$ cat src/rtl/conv3x3_stream_if.sv
`default_nettype none
// ============================================================================
// Module   : conv3x3_stream_if
// Brief    : Pixel-in / result-out bundle for the 3x3 streaming convolver.
// Revision : 1.0
// ============================================================================
interface conv3x3_stream_if #(
    parameter int DATA_W = 8,
    parameter int ACC_W  = 20
);
    logic                     in_valid;
    logic signed [DATA_W-1:0] pixel_in;
    logic [9*DATA_W-1:0]      weights;
    logic signed [ACC_W-1:0]  conv_out;
    logic                     out_valid;
    logic                     frame_done;

    modport master (
        output in_valid, pixel_in, weights,
        input  conv_out, out_valid, frame_done
    );

    modport slave (
        input  in_valid, pixel_in, weights,
        output conv_out, out_valid, frame_done
    );
endinterface
`default_nettype wire

$ cat src/rtl/conv3x3_stream.sv
`default_nettype none
// ============================================================================
// Module   : conv3x3_stream
// Brief    : Raster-order 3x3 valid-only convolution: line delays, window,
//            registered products, registered adder tree.
// Revision : 1.0
// ============================================================================
module conv3x3_stream #(
    parameter int DATA_W = 8,
    parameter int IMG_W  = 28,
    parameter int ACC_W  = 20
) (
    input  wire logic       clk,
    input  wire logic       rst,
    conv3x3_stream_if.slave bus
);
    localparam int                 c_CNT_W = $clog2(IMG_W);
    localparam int                 c_PW    = 2 * DATA_W;
    localparam logic [c_CNT_W-1:0] c_LAST  = c_CNT_W'(IMG_W - 1);
    localparam logic [c_CNT_W-1:0] c_TWO   = c_CNT_W'(2);
    localparam logic [c_CNT_W-1:0] c_ONE   = c_CNT_W'(1);

    logic [c_CNT_W-1:0]       r_col;
    logic [c_CNT_W-1:0]       r_row;
    logic signed [DATA_W-1:0] r_lb1 [IMG_W];
    logic signed [DATA_W-1:0] r_lb2 [IMG_W];
    logic signed [DATA_W-1:0] r_win [9];
    logic signed [c_PW-1:0]   r_prod [9];
    logic                     r_win_vld;
    logic                     r_win_last;
    logic                     r_p_vld;
    logic                     r_p_last;
    logic signed [ACC_W-1:0]  r_conv;
    logic                     r_ovalid;
    logic                     r_fdone;

    logic                     w_accept;
    logic                     w_complete;
    logic                     w_last;
    logic signed [c_PW-1:0]   w_px [9];
    logic signed [c_PW-1:0]   w_wt [9];
    logic signed [ACC_W-1:0]  w_sum;

    assign w_accept   = bus.in_valid;
    assign w_complete = w_accept && (r_row >= c_TWO) && (r_col >= c_TWO);
    assign w_last     = (r_row == c_LAST) && (r_col == c_LAST);

    always_ff @(posedge clk or posedge rst) begin
        if (rst) begin
            r_col <= '0;
            r_row <= '0;
        end else if (w_accept) begin
            if (r_col == c_LAST) begin
                r_col <= '0;
                r_row <= (r_row == c_LAST) ? '0 : r_row + c_ONE;
            end else begin
                r_col <= r_col + c_ONE;
            end
        end
    end

    // Each line delay holds exactly one row, so its tail is the pixel directly above.
    always_ff @(posedge clk or posedge rst) begin
        if (rst) begin
            for (int i = 0; i < IMG_W; i++) begin
                r_lb1[i] <= '0;
                r_lb2[i] <= '0;
            end
            for (int k = 0; k < 9; k++) r_win[k] <= '0;
        end else if (w_accept) begin
            r_lb1[0] <= bus.pixel_in;
            r_lb2[0] <= r_lb1[IMG_W-1];
            for (int i = 1; i < IMG_W; i++) begin
                r_lb1[i] <= r_lb1[i-1];
                r_lb2[i] <= r_lb2[i-1];
            end
            for (int r = 0; r < 3; r++) begin
                r_win[3*r]   <= r_win[3*r+1];
                r_win[3*r+1] <= r_win[3*r+2];
            end
            r_win[2] <= r_lb2[IMG_W-1];
            r_win[5] <= r_lb1[IMG_W-1];
            r_win[8] <= bus.pixel_in;
        end
    end

    always_comb begin
        for (int k = 0; k < 9; k++) begin
            w_px[k] = {{DATA_W{r_win[k][DATA_W-1]}}, r_win[k]};
            w_wt[k] = {{DATA_W{bus.weights[k*DATA_W+DATA_W-1]}},
                       bus.weights[k*DATA_W +: DATA_W]};
        end
    end

    always_comb begin
        w_sum = '0;
        for (int k = 0; k < 9; k++) begin
            w_sum = w_sum + {{(ACC_W-c_PW){r_prod[k][c_PW-1]}}, r_prod[k]};
        end
    end

    // Free-running pipeline: input gaps never stall in-flight windows.
    always_ff @(posedge clk or posedge rst) begin
        if (rst) begin
            for (int k = 0; k < 9; k++) r_prod[k] <= '0;
            r_win_vld  <= 1'b0;
            r_win_last <= 1'b0;
            r_p_vld    <= 1'b0;
            r_p_last   <= 1'b0;
            r_conv     <= '0;
            r_ovalid   <= 1'b0;
            r_fdone    <= 1'b0;
        end else begin
            r_win_vld  <= w_complete;
            r_win_last <= w_complete && w_last;
            for (int k = 0; k < 9; k++) r_prod[k] <= w_px[k] * w_wt[k];
            r_p_vld    <= r_win_vld;
            r_p_last   <= r_win_last;
            r_ovalid   <= r_p_vld;
            r_fdone    <= r_p_last;
            if (r_p_vld) r_conv <= w_sum;
        end
    end

    assign bus.conv_out   = r_conv;
    assign bus.out_valid  = r_ovalid;
    assign bus.frame_done = r_fdone;
endmodule
`default_nettype wire
$ cat src/flat_wrapper.sv
// flat-port wrapper written by rule: the top's interface ports become plain ports
module conv3x3_stream_flat 
#(
    parameter int DATA_W = 8,
    parameter int IMG_W  = 28,
    parameter int ACC_W  = 20
)
  (clk, rst, bus_in_valid, bus_pixel_in, bus_weights, bus_conv_out, bus_out_valid, bus_frame_done);
  conv3x3_stream_if #(.DATA_W(DATA_W), .ACC_W(ACC_W)) bus_i ();
  input  wire logic clk;
  input  wire logic rst;
  input wire logic [$bits(bus_i.in_valid)-1:0] bus_in_valid;
  input wire logic [$bits(bus_i.pixel_in)-1:0] bus_pixel_in;
  input wire logic [$bits(bus_i.weights)-1:0] bus_weights;
  output wire logic [$bits(bus_i.conv_out)-1:0] bus_conv_out;
  output wire logic [$bits(bus_i.out_valid)-1:0] bus_out_valid;
  output wire logic [$bits(bus_i.frame_done)-1:0] bus_frame_done;
  assign bus_i.in_valid = bus_in_valid;
  assign bus_i.pixel_in = bus_pixel_in;
  assign bus_i.weights = bus_weights;
  assign bus_conv_out = bus_i.conv_out;
  assign bus_out_valid = bus_i.out_valid;
  assign bus_frame_done = bus_i.frame_done;
  conv3x3_stream #(.DATA_W(DATA_W), .IMG_W(IMG_W), .ACC_W(ACC_W)) u_core (.clk(clk), .rst(rst), .bus(bus_i));
endmodule
$ cat config.mk
export PLATFORM = sky130hd
export DESIGN_NAME = conv3x3_stream_flat
export DESIGN_NICKNAME = d
export VERILOG_FILES = /design/src/rtl/conv3x3_stream_if.sv /design/src/rtl/conv3x3_stream.sv /design/src/flat_wrapper.sv
export SDC_FILE = /design/constraint.sdc
export NUM_CORES = 2
export LEC_CHECK = 0
export ABC_AREA = 1
export BUFFER_PORTS_ARGS = -buffer_cell sky130_fd_sc_hd__buf_4
export CORE_MARGIN = 2
export CORE_UTILIZATION = 55
export CTS_CLUSTER_SIZE = 40
export DETAILED_ROUTE_END_ITERATION = 10
export HOLD_SLACK_MARGIN = 0.06
export PLACE_DENSITY = 0.76
export SYNTH_ARGS = -nofsm -noshare
export SYNTH_HDL_FRONTEND = slang
export SYNTH_SLANG_ARGS = --single-unit
$ cat constraint.sdc
create_clock -name clk -period 18.64 [get_ports clk]
set_input_delay 1.864 -clock clk [delete_from_list [all_inputs] [get_ports clk]]
set_output_delay 1.864 -clock clk [all_outputs]
set_load 0.02 [all_outputs]
### Yosys cells after proc, flatten, opt, wreduce, memory -nomap -nowiden

Index checks and enable logic that the tools add are counted.

| storage, ports and cells | value |
|---|---|
| latch bits | 0 |
| memories kept | 0 |
| bits in read-only memories | 0 |
| bits in registers | 652 |
| memory bits (writable) | 0 |

| cells by class | value |
|---|---|
| multiplexer cells | 2 |
| equality and inequality tests | 2 |
| bitwise logic cells | 0 |
| order comparisons | 2 |
| shift-type cells | 0 |
| reduce and logical (&&, ||, !) cells | 5 |
| $mul | 9 |
| add/sub/neg operators | 10 |
| div/mod/pow operators | 0 |

Operator list:

| kind | number |
|---|---|
| $mul 8x8->16 | 9 |
| $add 20x20->20 | 7 |
| $add 16x16->17 | 1 |
| $add 5x1->5 const B | 2 |
| $eq 5x5->1 const B | 2 |
| $ge 5x2->1 const B | 2 |
| $mux 5 | 2 |
| $logic_and 1x1->1 | 4 |
| $reduce_and 2->1 | 1 |

### Depth between registers and ports, before layout

| logic depth | value |
|---|---|
| depth after elaboration | 8 |
| gate-level depth with buffers | 26 |
| mapped depth without buffers | 26 |

### Worst setup path before layout

No wires, ideal clock.

| path | value |
|---|---|
| kind | in2reg |
| start point | input bus_weights[34] |
| end point | register u_core.r_prod[78] (netlist bit) |
| buffers on the path | 1 |
| slack | 13.148 ns |
| arrival time | 5.413 ns |
| required time | 18.561 ns |
| stages | 15 |
| cells stage by stage | clkbuf_1 nand2_1 inv_1 fa_1 inv_1 fa_1 fa_1 fa_1 inv_1 ha_1 inv_1 nor3_1 nand2_1 o211ai_1 xor2_1 |

| on the way | value |
|---|---|
| word-level cells in the longest chain between the ends | 1 |

Ends and longest elaborated chain:

| item | RTL line | text |
|---|---|---|
| start: declaration | flat_wrapper.sv:14 | `input wire logic [$bits(bus_i.weights)-1:0] bus_weights;` |
| $mul 8x8->16 | conv3x3_stream.sv:116 | `for (int k = 0; k < 9; k++) r_prod[k] <= w_px[k] * w_wt[k];` |
| end: declaration | conv3x3_stream.sv:28 | `logic signed [c_PW-1:0] r_prod [9];` |

Every way passes these cells.
A chain may end at the register's enable or synchronous reset.

### Worst setup path after layout

| path | value |
|---|---|
| start point | register u_core.r_prod[128] (netlist bit) |
| end point | register u_core.r_conv[18] (netlist: u_core.bus.conv_out[18]) |

| on the way | value |
|---|---|
| word-level cells in the longest chain between the ends | 8 |

Ends and longest elaborated chain:

| item | RTL line | text |
|---|---|---|
| $add 16x16->17 | conv3x3_stream.sv:98 | `w_sum = w_sum + {{(ACC_W-c_PW){r_prod[k][c_PW-1]}}, r_prod[k]};` |
| $add 20x20->20 (7 in a row) | conv3x3_stream.sv:98 |  |
| end signal: assignment | conv3x3_stream.sv:121 | `if (r_p_vld) r_conv <= w_sum;` |
| end: declaration | conv3x3_stream.sv:33 | `logic signed [ACC_W-1:0] r_conv;` |

Every way passes these cells.

==> flow_summary.toml <==
[clock_tree]
cts_root_buf = "clkbuf_16"
clock_latency_ns = 0.64
cts_sinks = 652
cts.repair.resized = 0
cts_buffers = 73
htreeDepth = 3
path_clk_slew_ns = 0.06
clockBufferDepth = 3
ctsHoldBuffers = 0
cts_tree = "done"
cts_setup_buffers = 0

[logic_synthesis]
synth_compound_area_frac = 0.0346
syn-instance-count = 5949
synth_commonest_cells = "nand2_1 (2,111), inv_1 (1,294), dfrtp_1 (652), fa_1 (599), ha_1 (301)"
async_reset_ff_frac = 1.00
synth-simple-area-share = 0.183
synth_edf_count = 0
syn_nets = 6932
syn-cell-area_um2 = 50200
ys.flop_type = "dfrtp_1"
synthAdderAreaFrac = 0.314
synthMuxAreaShare = 0
ys_ff_latch = 652
syn_avg_cell_area_um2 = 8.45
synth_cell_types = 39
yosysWarnings = 0
post-synth-top-count-cell = "nand2_1"
ys_seq_area_frac = 0.325
synth_area_leaders = "dfrtp_1 (32%), fa_1 (24%), nand2_1 (16%), inv_1 (9.7%), ha_1 (7.5%)"
yosysTopAreaCell = "dfrtp_1"
synth_top_area_share = 0.325
synth_top_family_by_area = "adder cells"
synthXorXnorAreaFrac = 0.0274

[worst_setup_path]
critPathTopFamily = "adder cells"
endpoint_kind = "flip-flop"
crit_type = "flip-flop to flip-flop"
cp.required_ns = 19.13
max_stage_delay_ns = 0.51
worstPathCellList = "ha_1 > inv_1 > fa_1 > o21ai_2 > nand2_1 > nand2_1 > nand3_1 > nand2_1 > xor2_1 > fa_1 > inv_1 > fa_1 > fa_1 > inv_1 > fa_1 > ha_1 > a21oi_1 > o21ai_0 > a21oi_1 > nand3_1 > nand3_1 > nand2_1"
worstPathArrival_ns = 5.90
cp_max_fo = 5
critPathBufInv = 3
cp-start-kind = "flip-flop"
cp_slowest_cell = "fa_1"
cp_common_cell = "fa_1"

[sta]
fin_crit_sh = 0.290
final_hold_viol_count = 0
finalMaxSlewViolations = 0
finClkSkew_ns = 0.0295
rsz0062_at_grt = "no"
whs_ns = 0.350
worstMarginPinSlew_ns = 1.04
slew_headroom = 0.305
post-route-min-period_ns = 5.41
tns_ns = 0
fmax_mhz = 185
finalSetupViolations = 0

[floorplanning]
die_x_um = 306
num_rows = 110
dieHeight_um = 306
ioPinCount = 105
start_util = 0.556
dieArea_um2 = 93800
core_area_um2 = 90300

[route]
viasPerCell = 5.05
dr.pass1.iters = 5
vias = 36000
route.detailed.drc = 0
antenna_left = 0
drt-total-wl_mm = 108
drt_iter0_markers = 2699
drt-wirelength-per-cell_um = 15.1

[place]
gp_congestion = 0.880
port-buffer-count = 104
hpwl_mm = 83.0

[run]
drv_cap = 0

[finish]
drive_gt1_frac = 0.0414
final_nets = 6876
diodes = 0
post-route-util = 0.599
fillers = 7740
syn_to_final_growth_pct = 7.66

[grt]
grt_pass1_vias = 37600
grt_max_degree = 193
grt_use_total = 0.242
globalRoute.totalOverflow = 0
grt_pass1_wl_mm = 185
antenna_found_initial = 9

[hold_path]
min_path_type = "flip-flop to flip-flop"

[outcome]
status = "complete, no violations"
-- cell families (layout without fill, tap and decap cells) --
group	Yosys count	in the layout
AND/OR/NAND/NOR	2370	2370
buffers and inverters	1543	1540
adder cells (fa/ha/maj)	900	900
flip-flops	652	652
AO/OA/AOI/OAI	327	327
XOR/XNOR	157	157
-- worst paths after layout --
kind / startpoint / endpoint / slack [ns] / depth (start not counted)
worst max-delay path: u_core.r_prod[128] / u_core.bus.conv_out[18] / 13.23 / 22
worst min-delay path: u_core.r_p_last / u_core.bus.frame_done / 0.35 / 0
worst max register to register: u_core.r_prod[128] / u_core.bus.conv_out[18] / 13.23 / 22
worst min register to register: u_core.r_p_last / u_core.bus.frame_done / 0.35 / 0
max in group asynchronous: rst / u_core.r_lb1[154] / 13.52 / 6
min in group asynchronous: rst / u_core.r_lb1[19] / 1.43 / 2
-- stage by stage --
step | worst slack, ns | area [µm²] | instances
final | 13.23 | 54100 | 7122
after global routing | 12.79 | 54100 | 7122
after CTS | 13.25 | 54100 | 7122
after detailed placement | 12.60 | 51600 | 6994
after global placement | 12.61 | 51600 | 6994
after floorplan | 7.87 | 50200 | 5949
-- cell type report --
type	instances	area [µm²]	area share
Sequential cell	652	16300	0.302
Inverter	1295	4870	0.0901
Clock inverter	25	315	0.00583
Clock buffer	103	2150	0.0397
Tap cell	1176	1470	0.0272
Multi-Input combinational cell	3754	28000	0.519
Timing Repair Buffer	117	923	0.0171
-- state kept, by name (all words and copies together) (netlist names), 5 cells and up --
name and flops:
u_core.bus.conv_out 20, u_core.r_col 5, u_core.r_lb1 224, u_core.r_lb2 224
u_core.r_prod 144, u_core.r_row 5, u_core.r_win 24
-- worst register-to-register path, cell delays in order (launching register included) --
cell and delay, ns:
dfrtp_1 0.34, ha_1 0.19, inv_1 0.07, fa_1 0.42, o21ai_2 0.23, nand2_1 0.08, nand2_1 0.15, nand3_1 0.09
nand2_1 0.08, xor2_1 0.21, fa_1 0.44, inv_1 0.16, fa_1 0.49, fa_1 0.52, inv_1 0.06, fa_1 0.40
ha_1 0.39, a21oi_1 0.29, o21ai_0 0.17, a21oi_1 0.21, nand3_1 0.10, nand3_1 0.13, nand2_1 0.08
-- routing by layer --
| layer | GRT usage | vias up | share of wire |
|---|---|---|---|
| met4 | 0.0766 | 16 | 0.030 |
| met2 | 0.403 | 799 | 0.49 |
| li1 | - | 17200 | - |
| met3 | 0.0395 | 203 | 0.053 |
| met5 | 0 | - | 0.0010 |
| met1 | 0.328 | 17800 | 0.43 |
-- cells in the final DEF, fill, tap and decap left out, types with 3 or more instances in the layout --
cell,count
fa_1,599
o211ai_1,4
clkbuf_8,10
xnor2_1,86
o21ai_0,174
xor2_1,71
clkbuf_16,78
a21oi_1,106
clkinv_2,10
buf_4,113
dfrtp_1,652
nand4_1,9
o21bai_1,12
nand2_1,2111
bufinv_16,6
nand3b_1,11
a31oi_1,19
or2_2,6
clkbuf_1,15
buf_12,3
inv_1,1293
nor2_1,106
ha_1,301
clkinv_4,3
nor3_1,26
nand3_1,90
clkinvlp_4,4
Power is left out: the tool's default activity adds up to more than one toggle a clock period on the data nets, which glitch-free logic cannot reach.
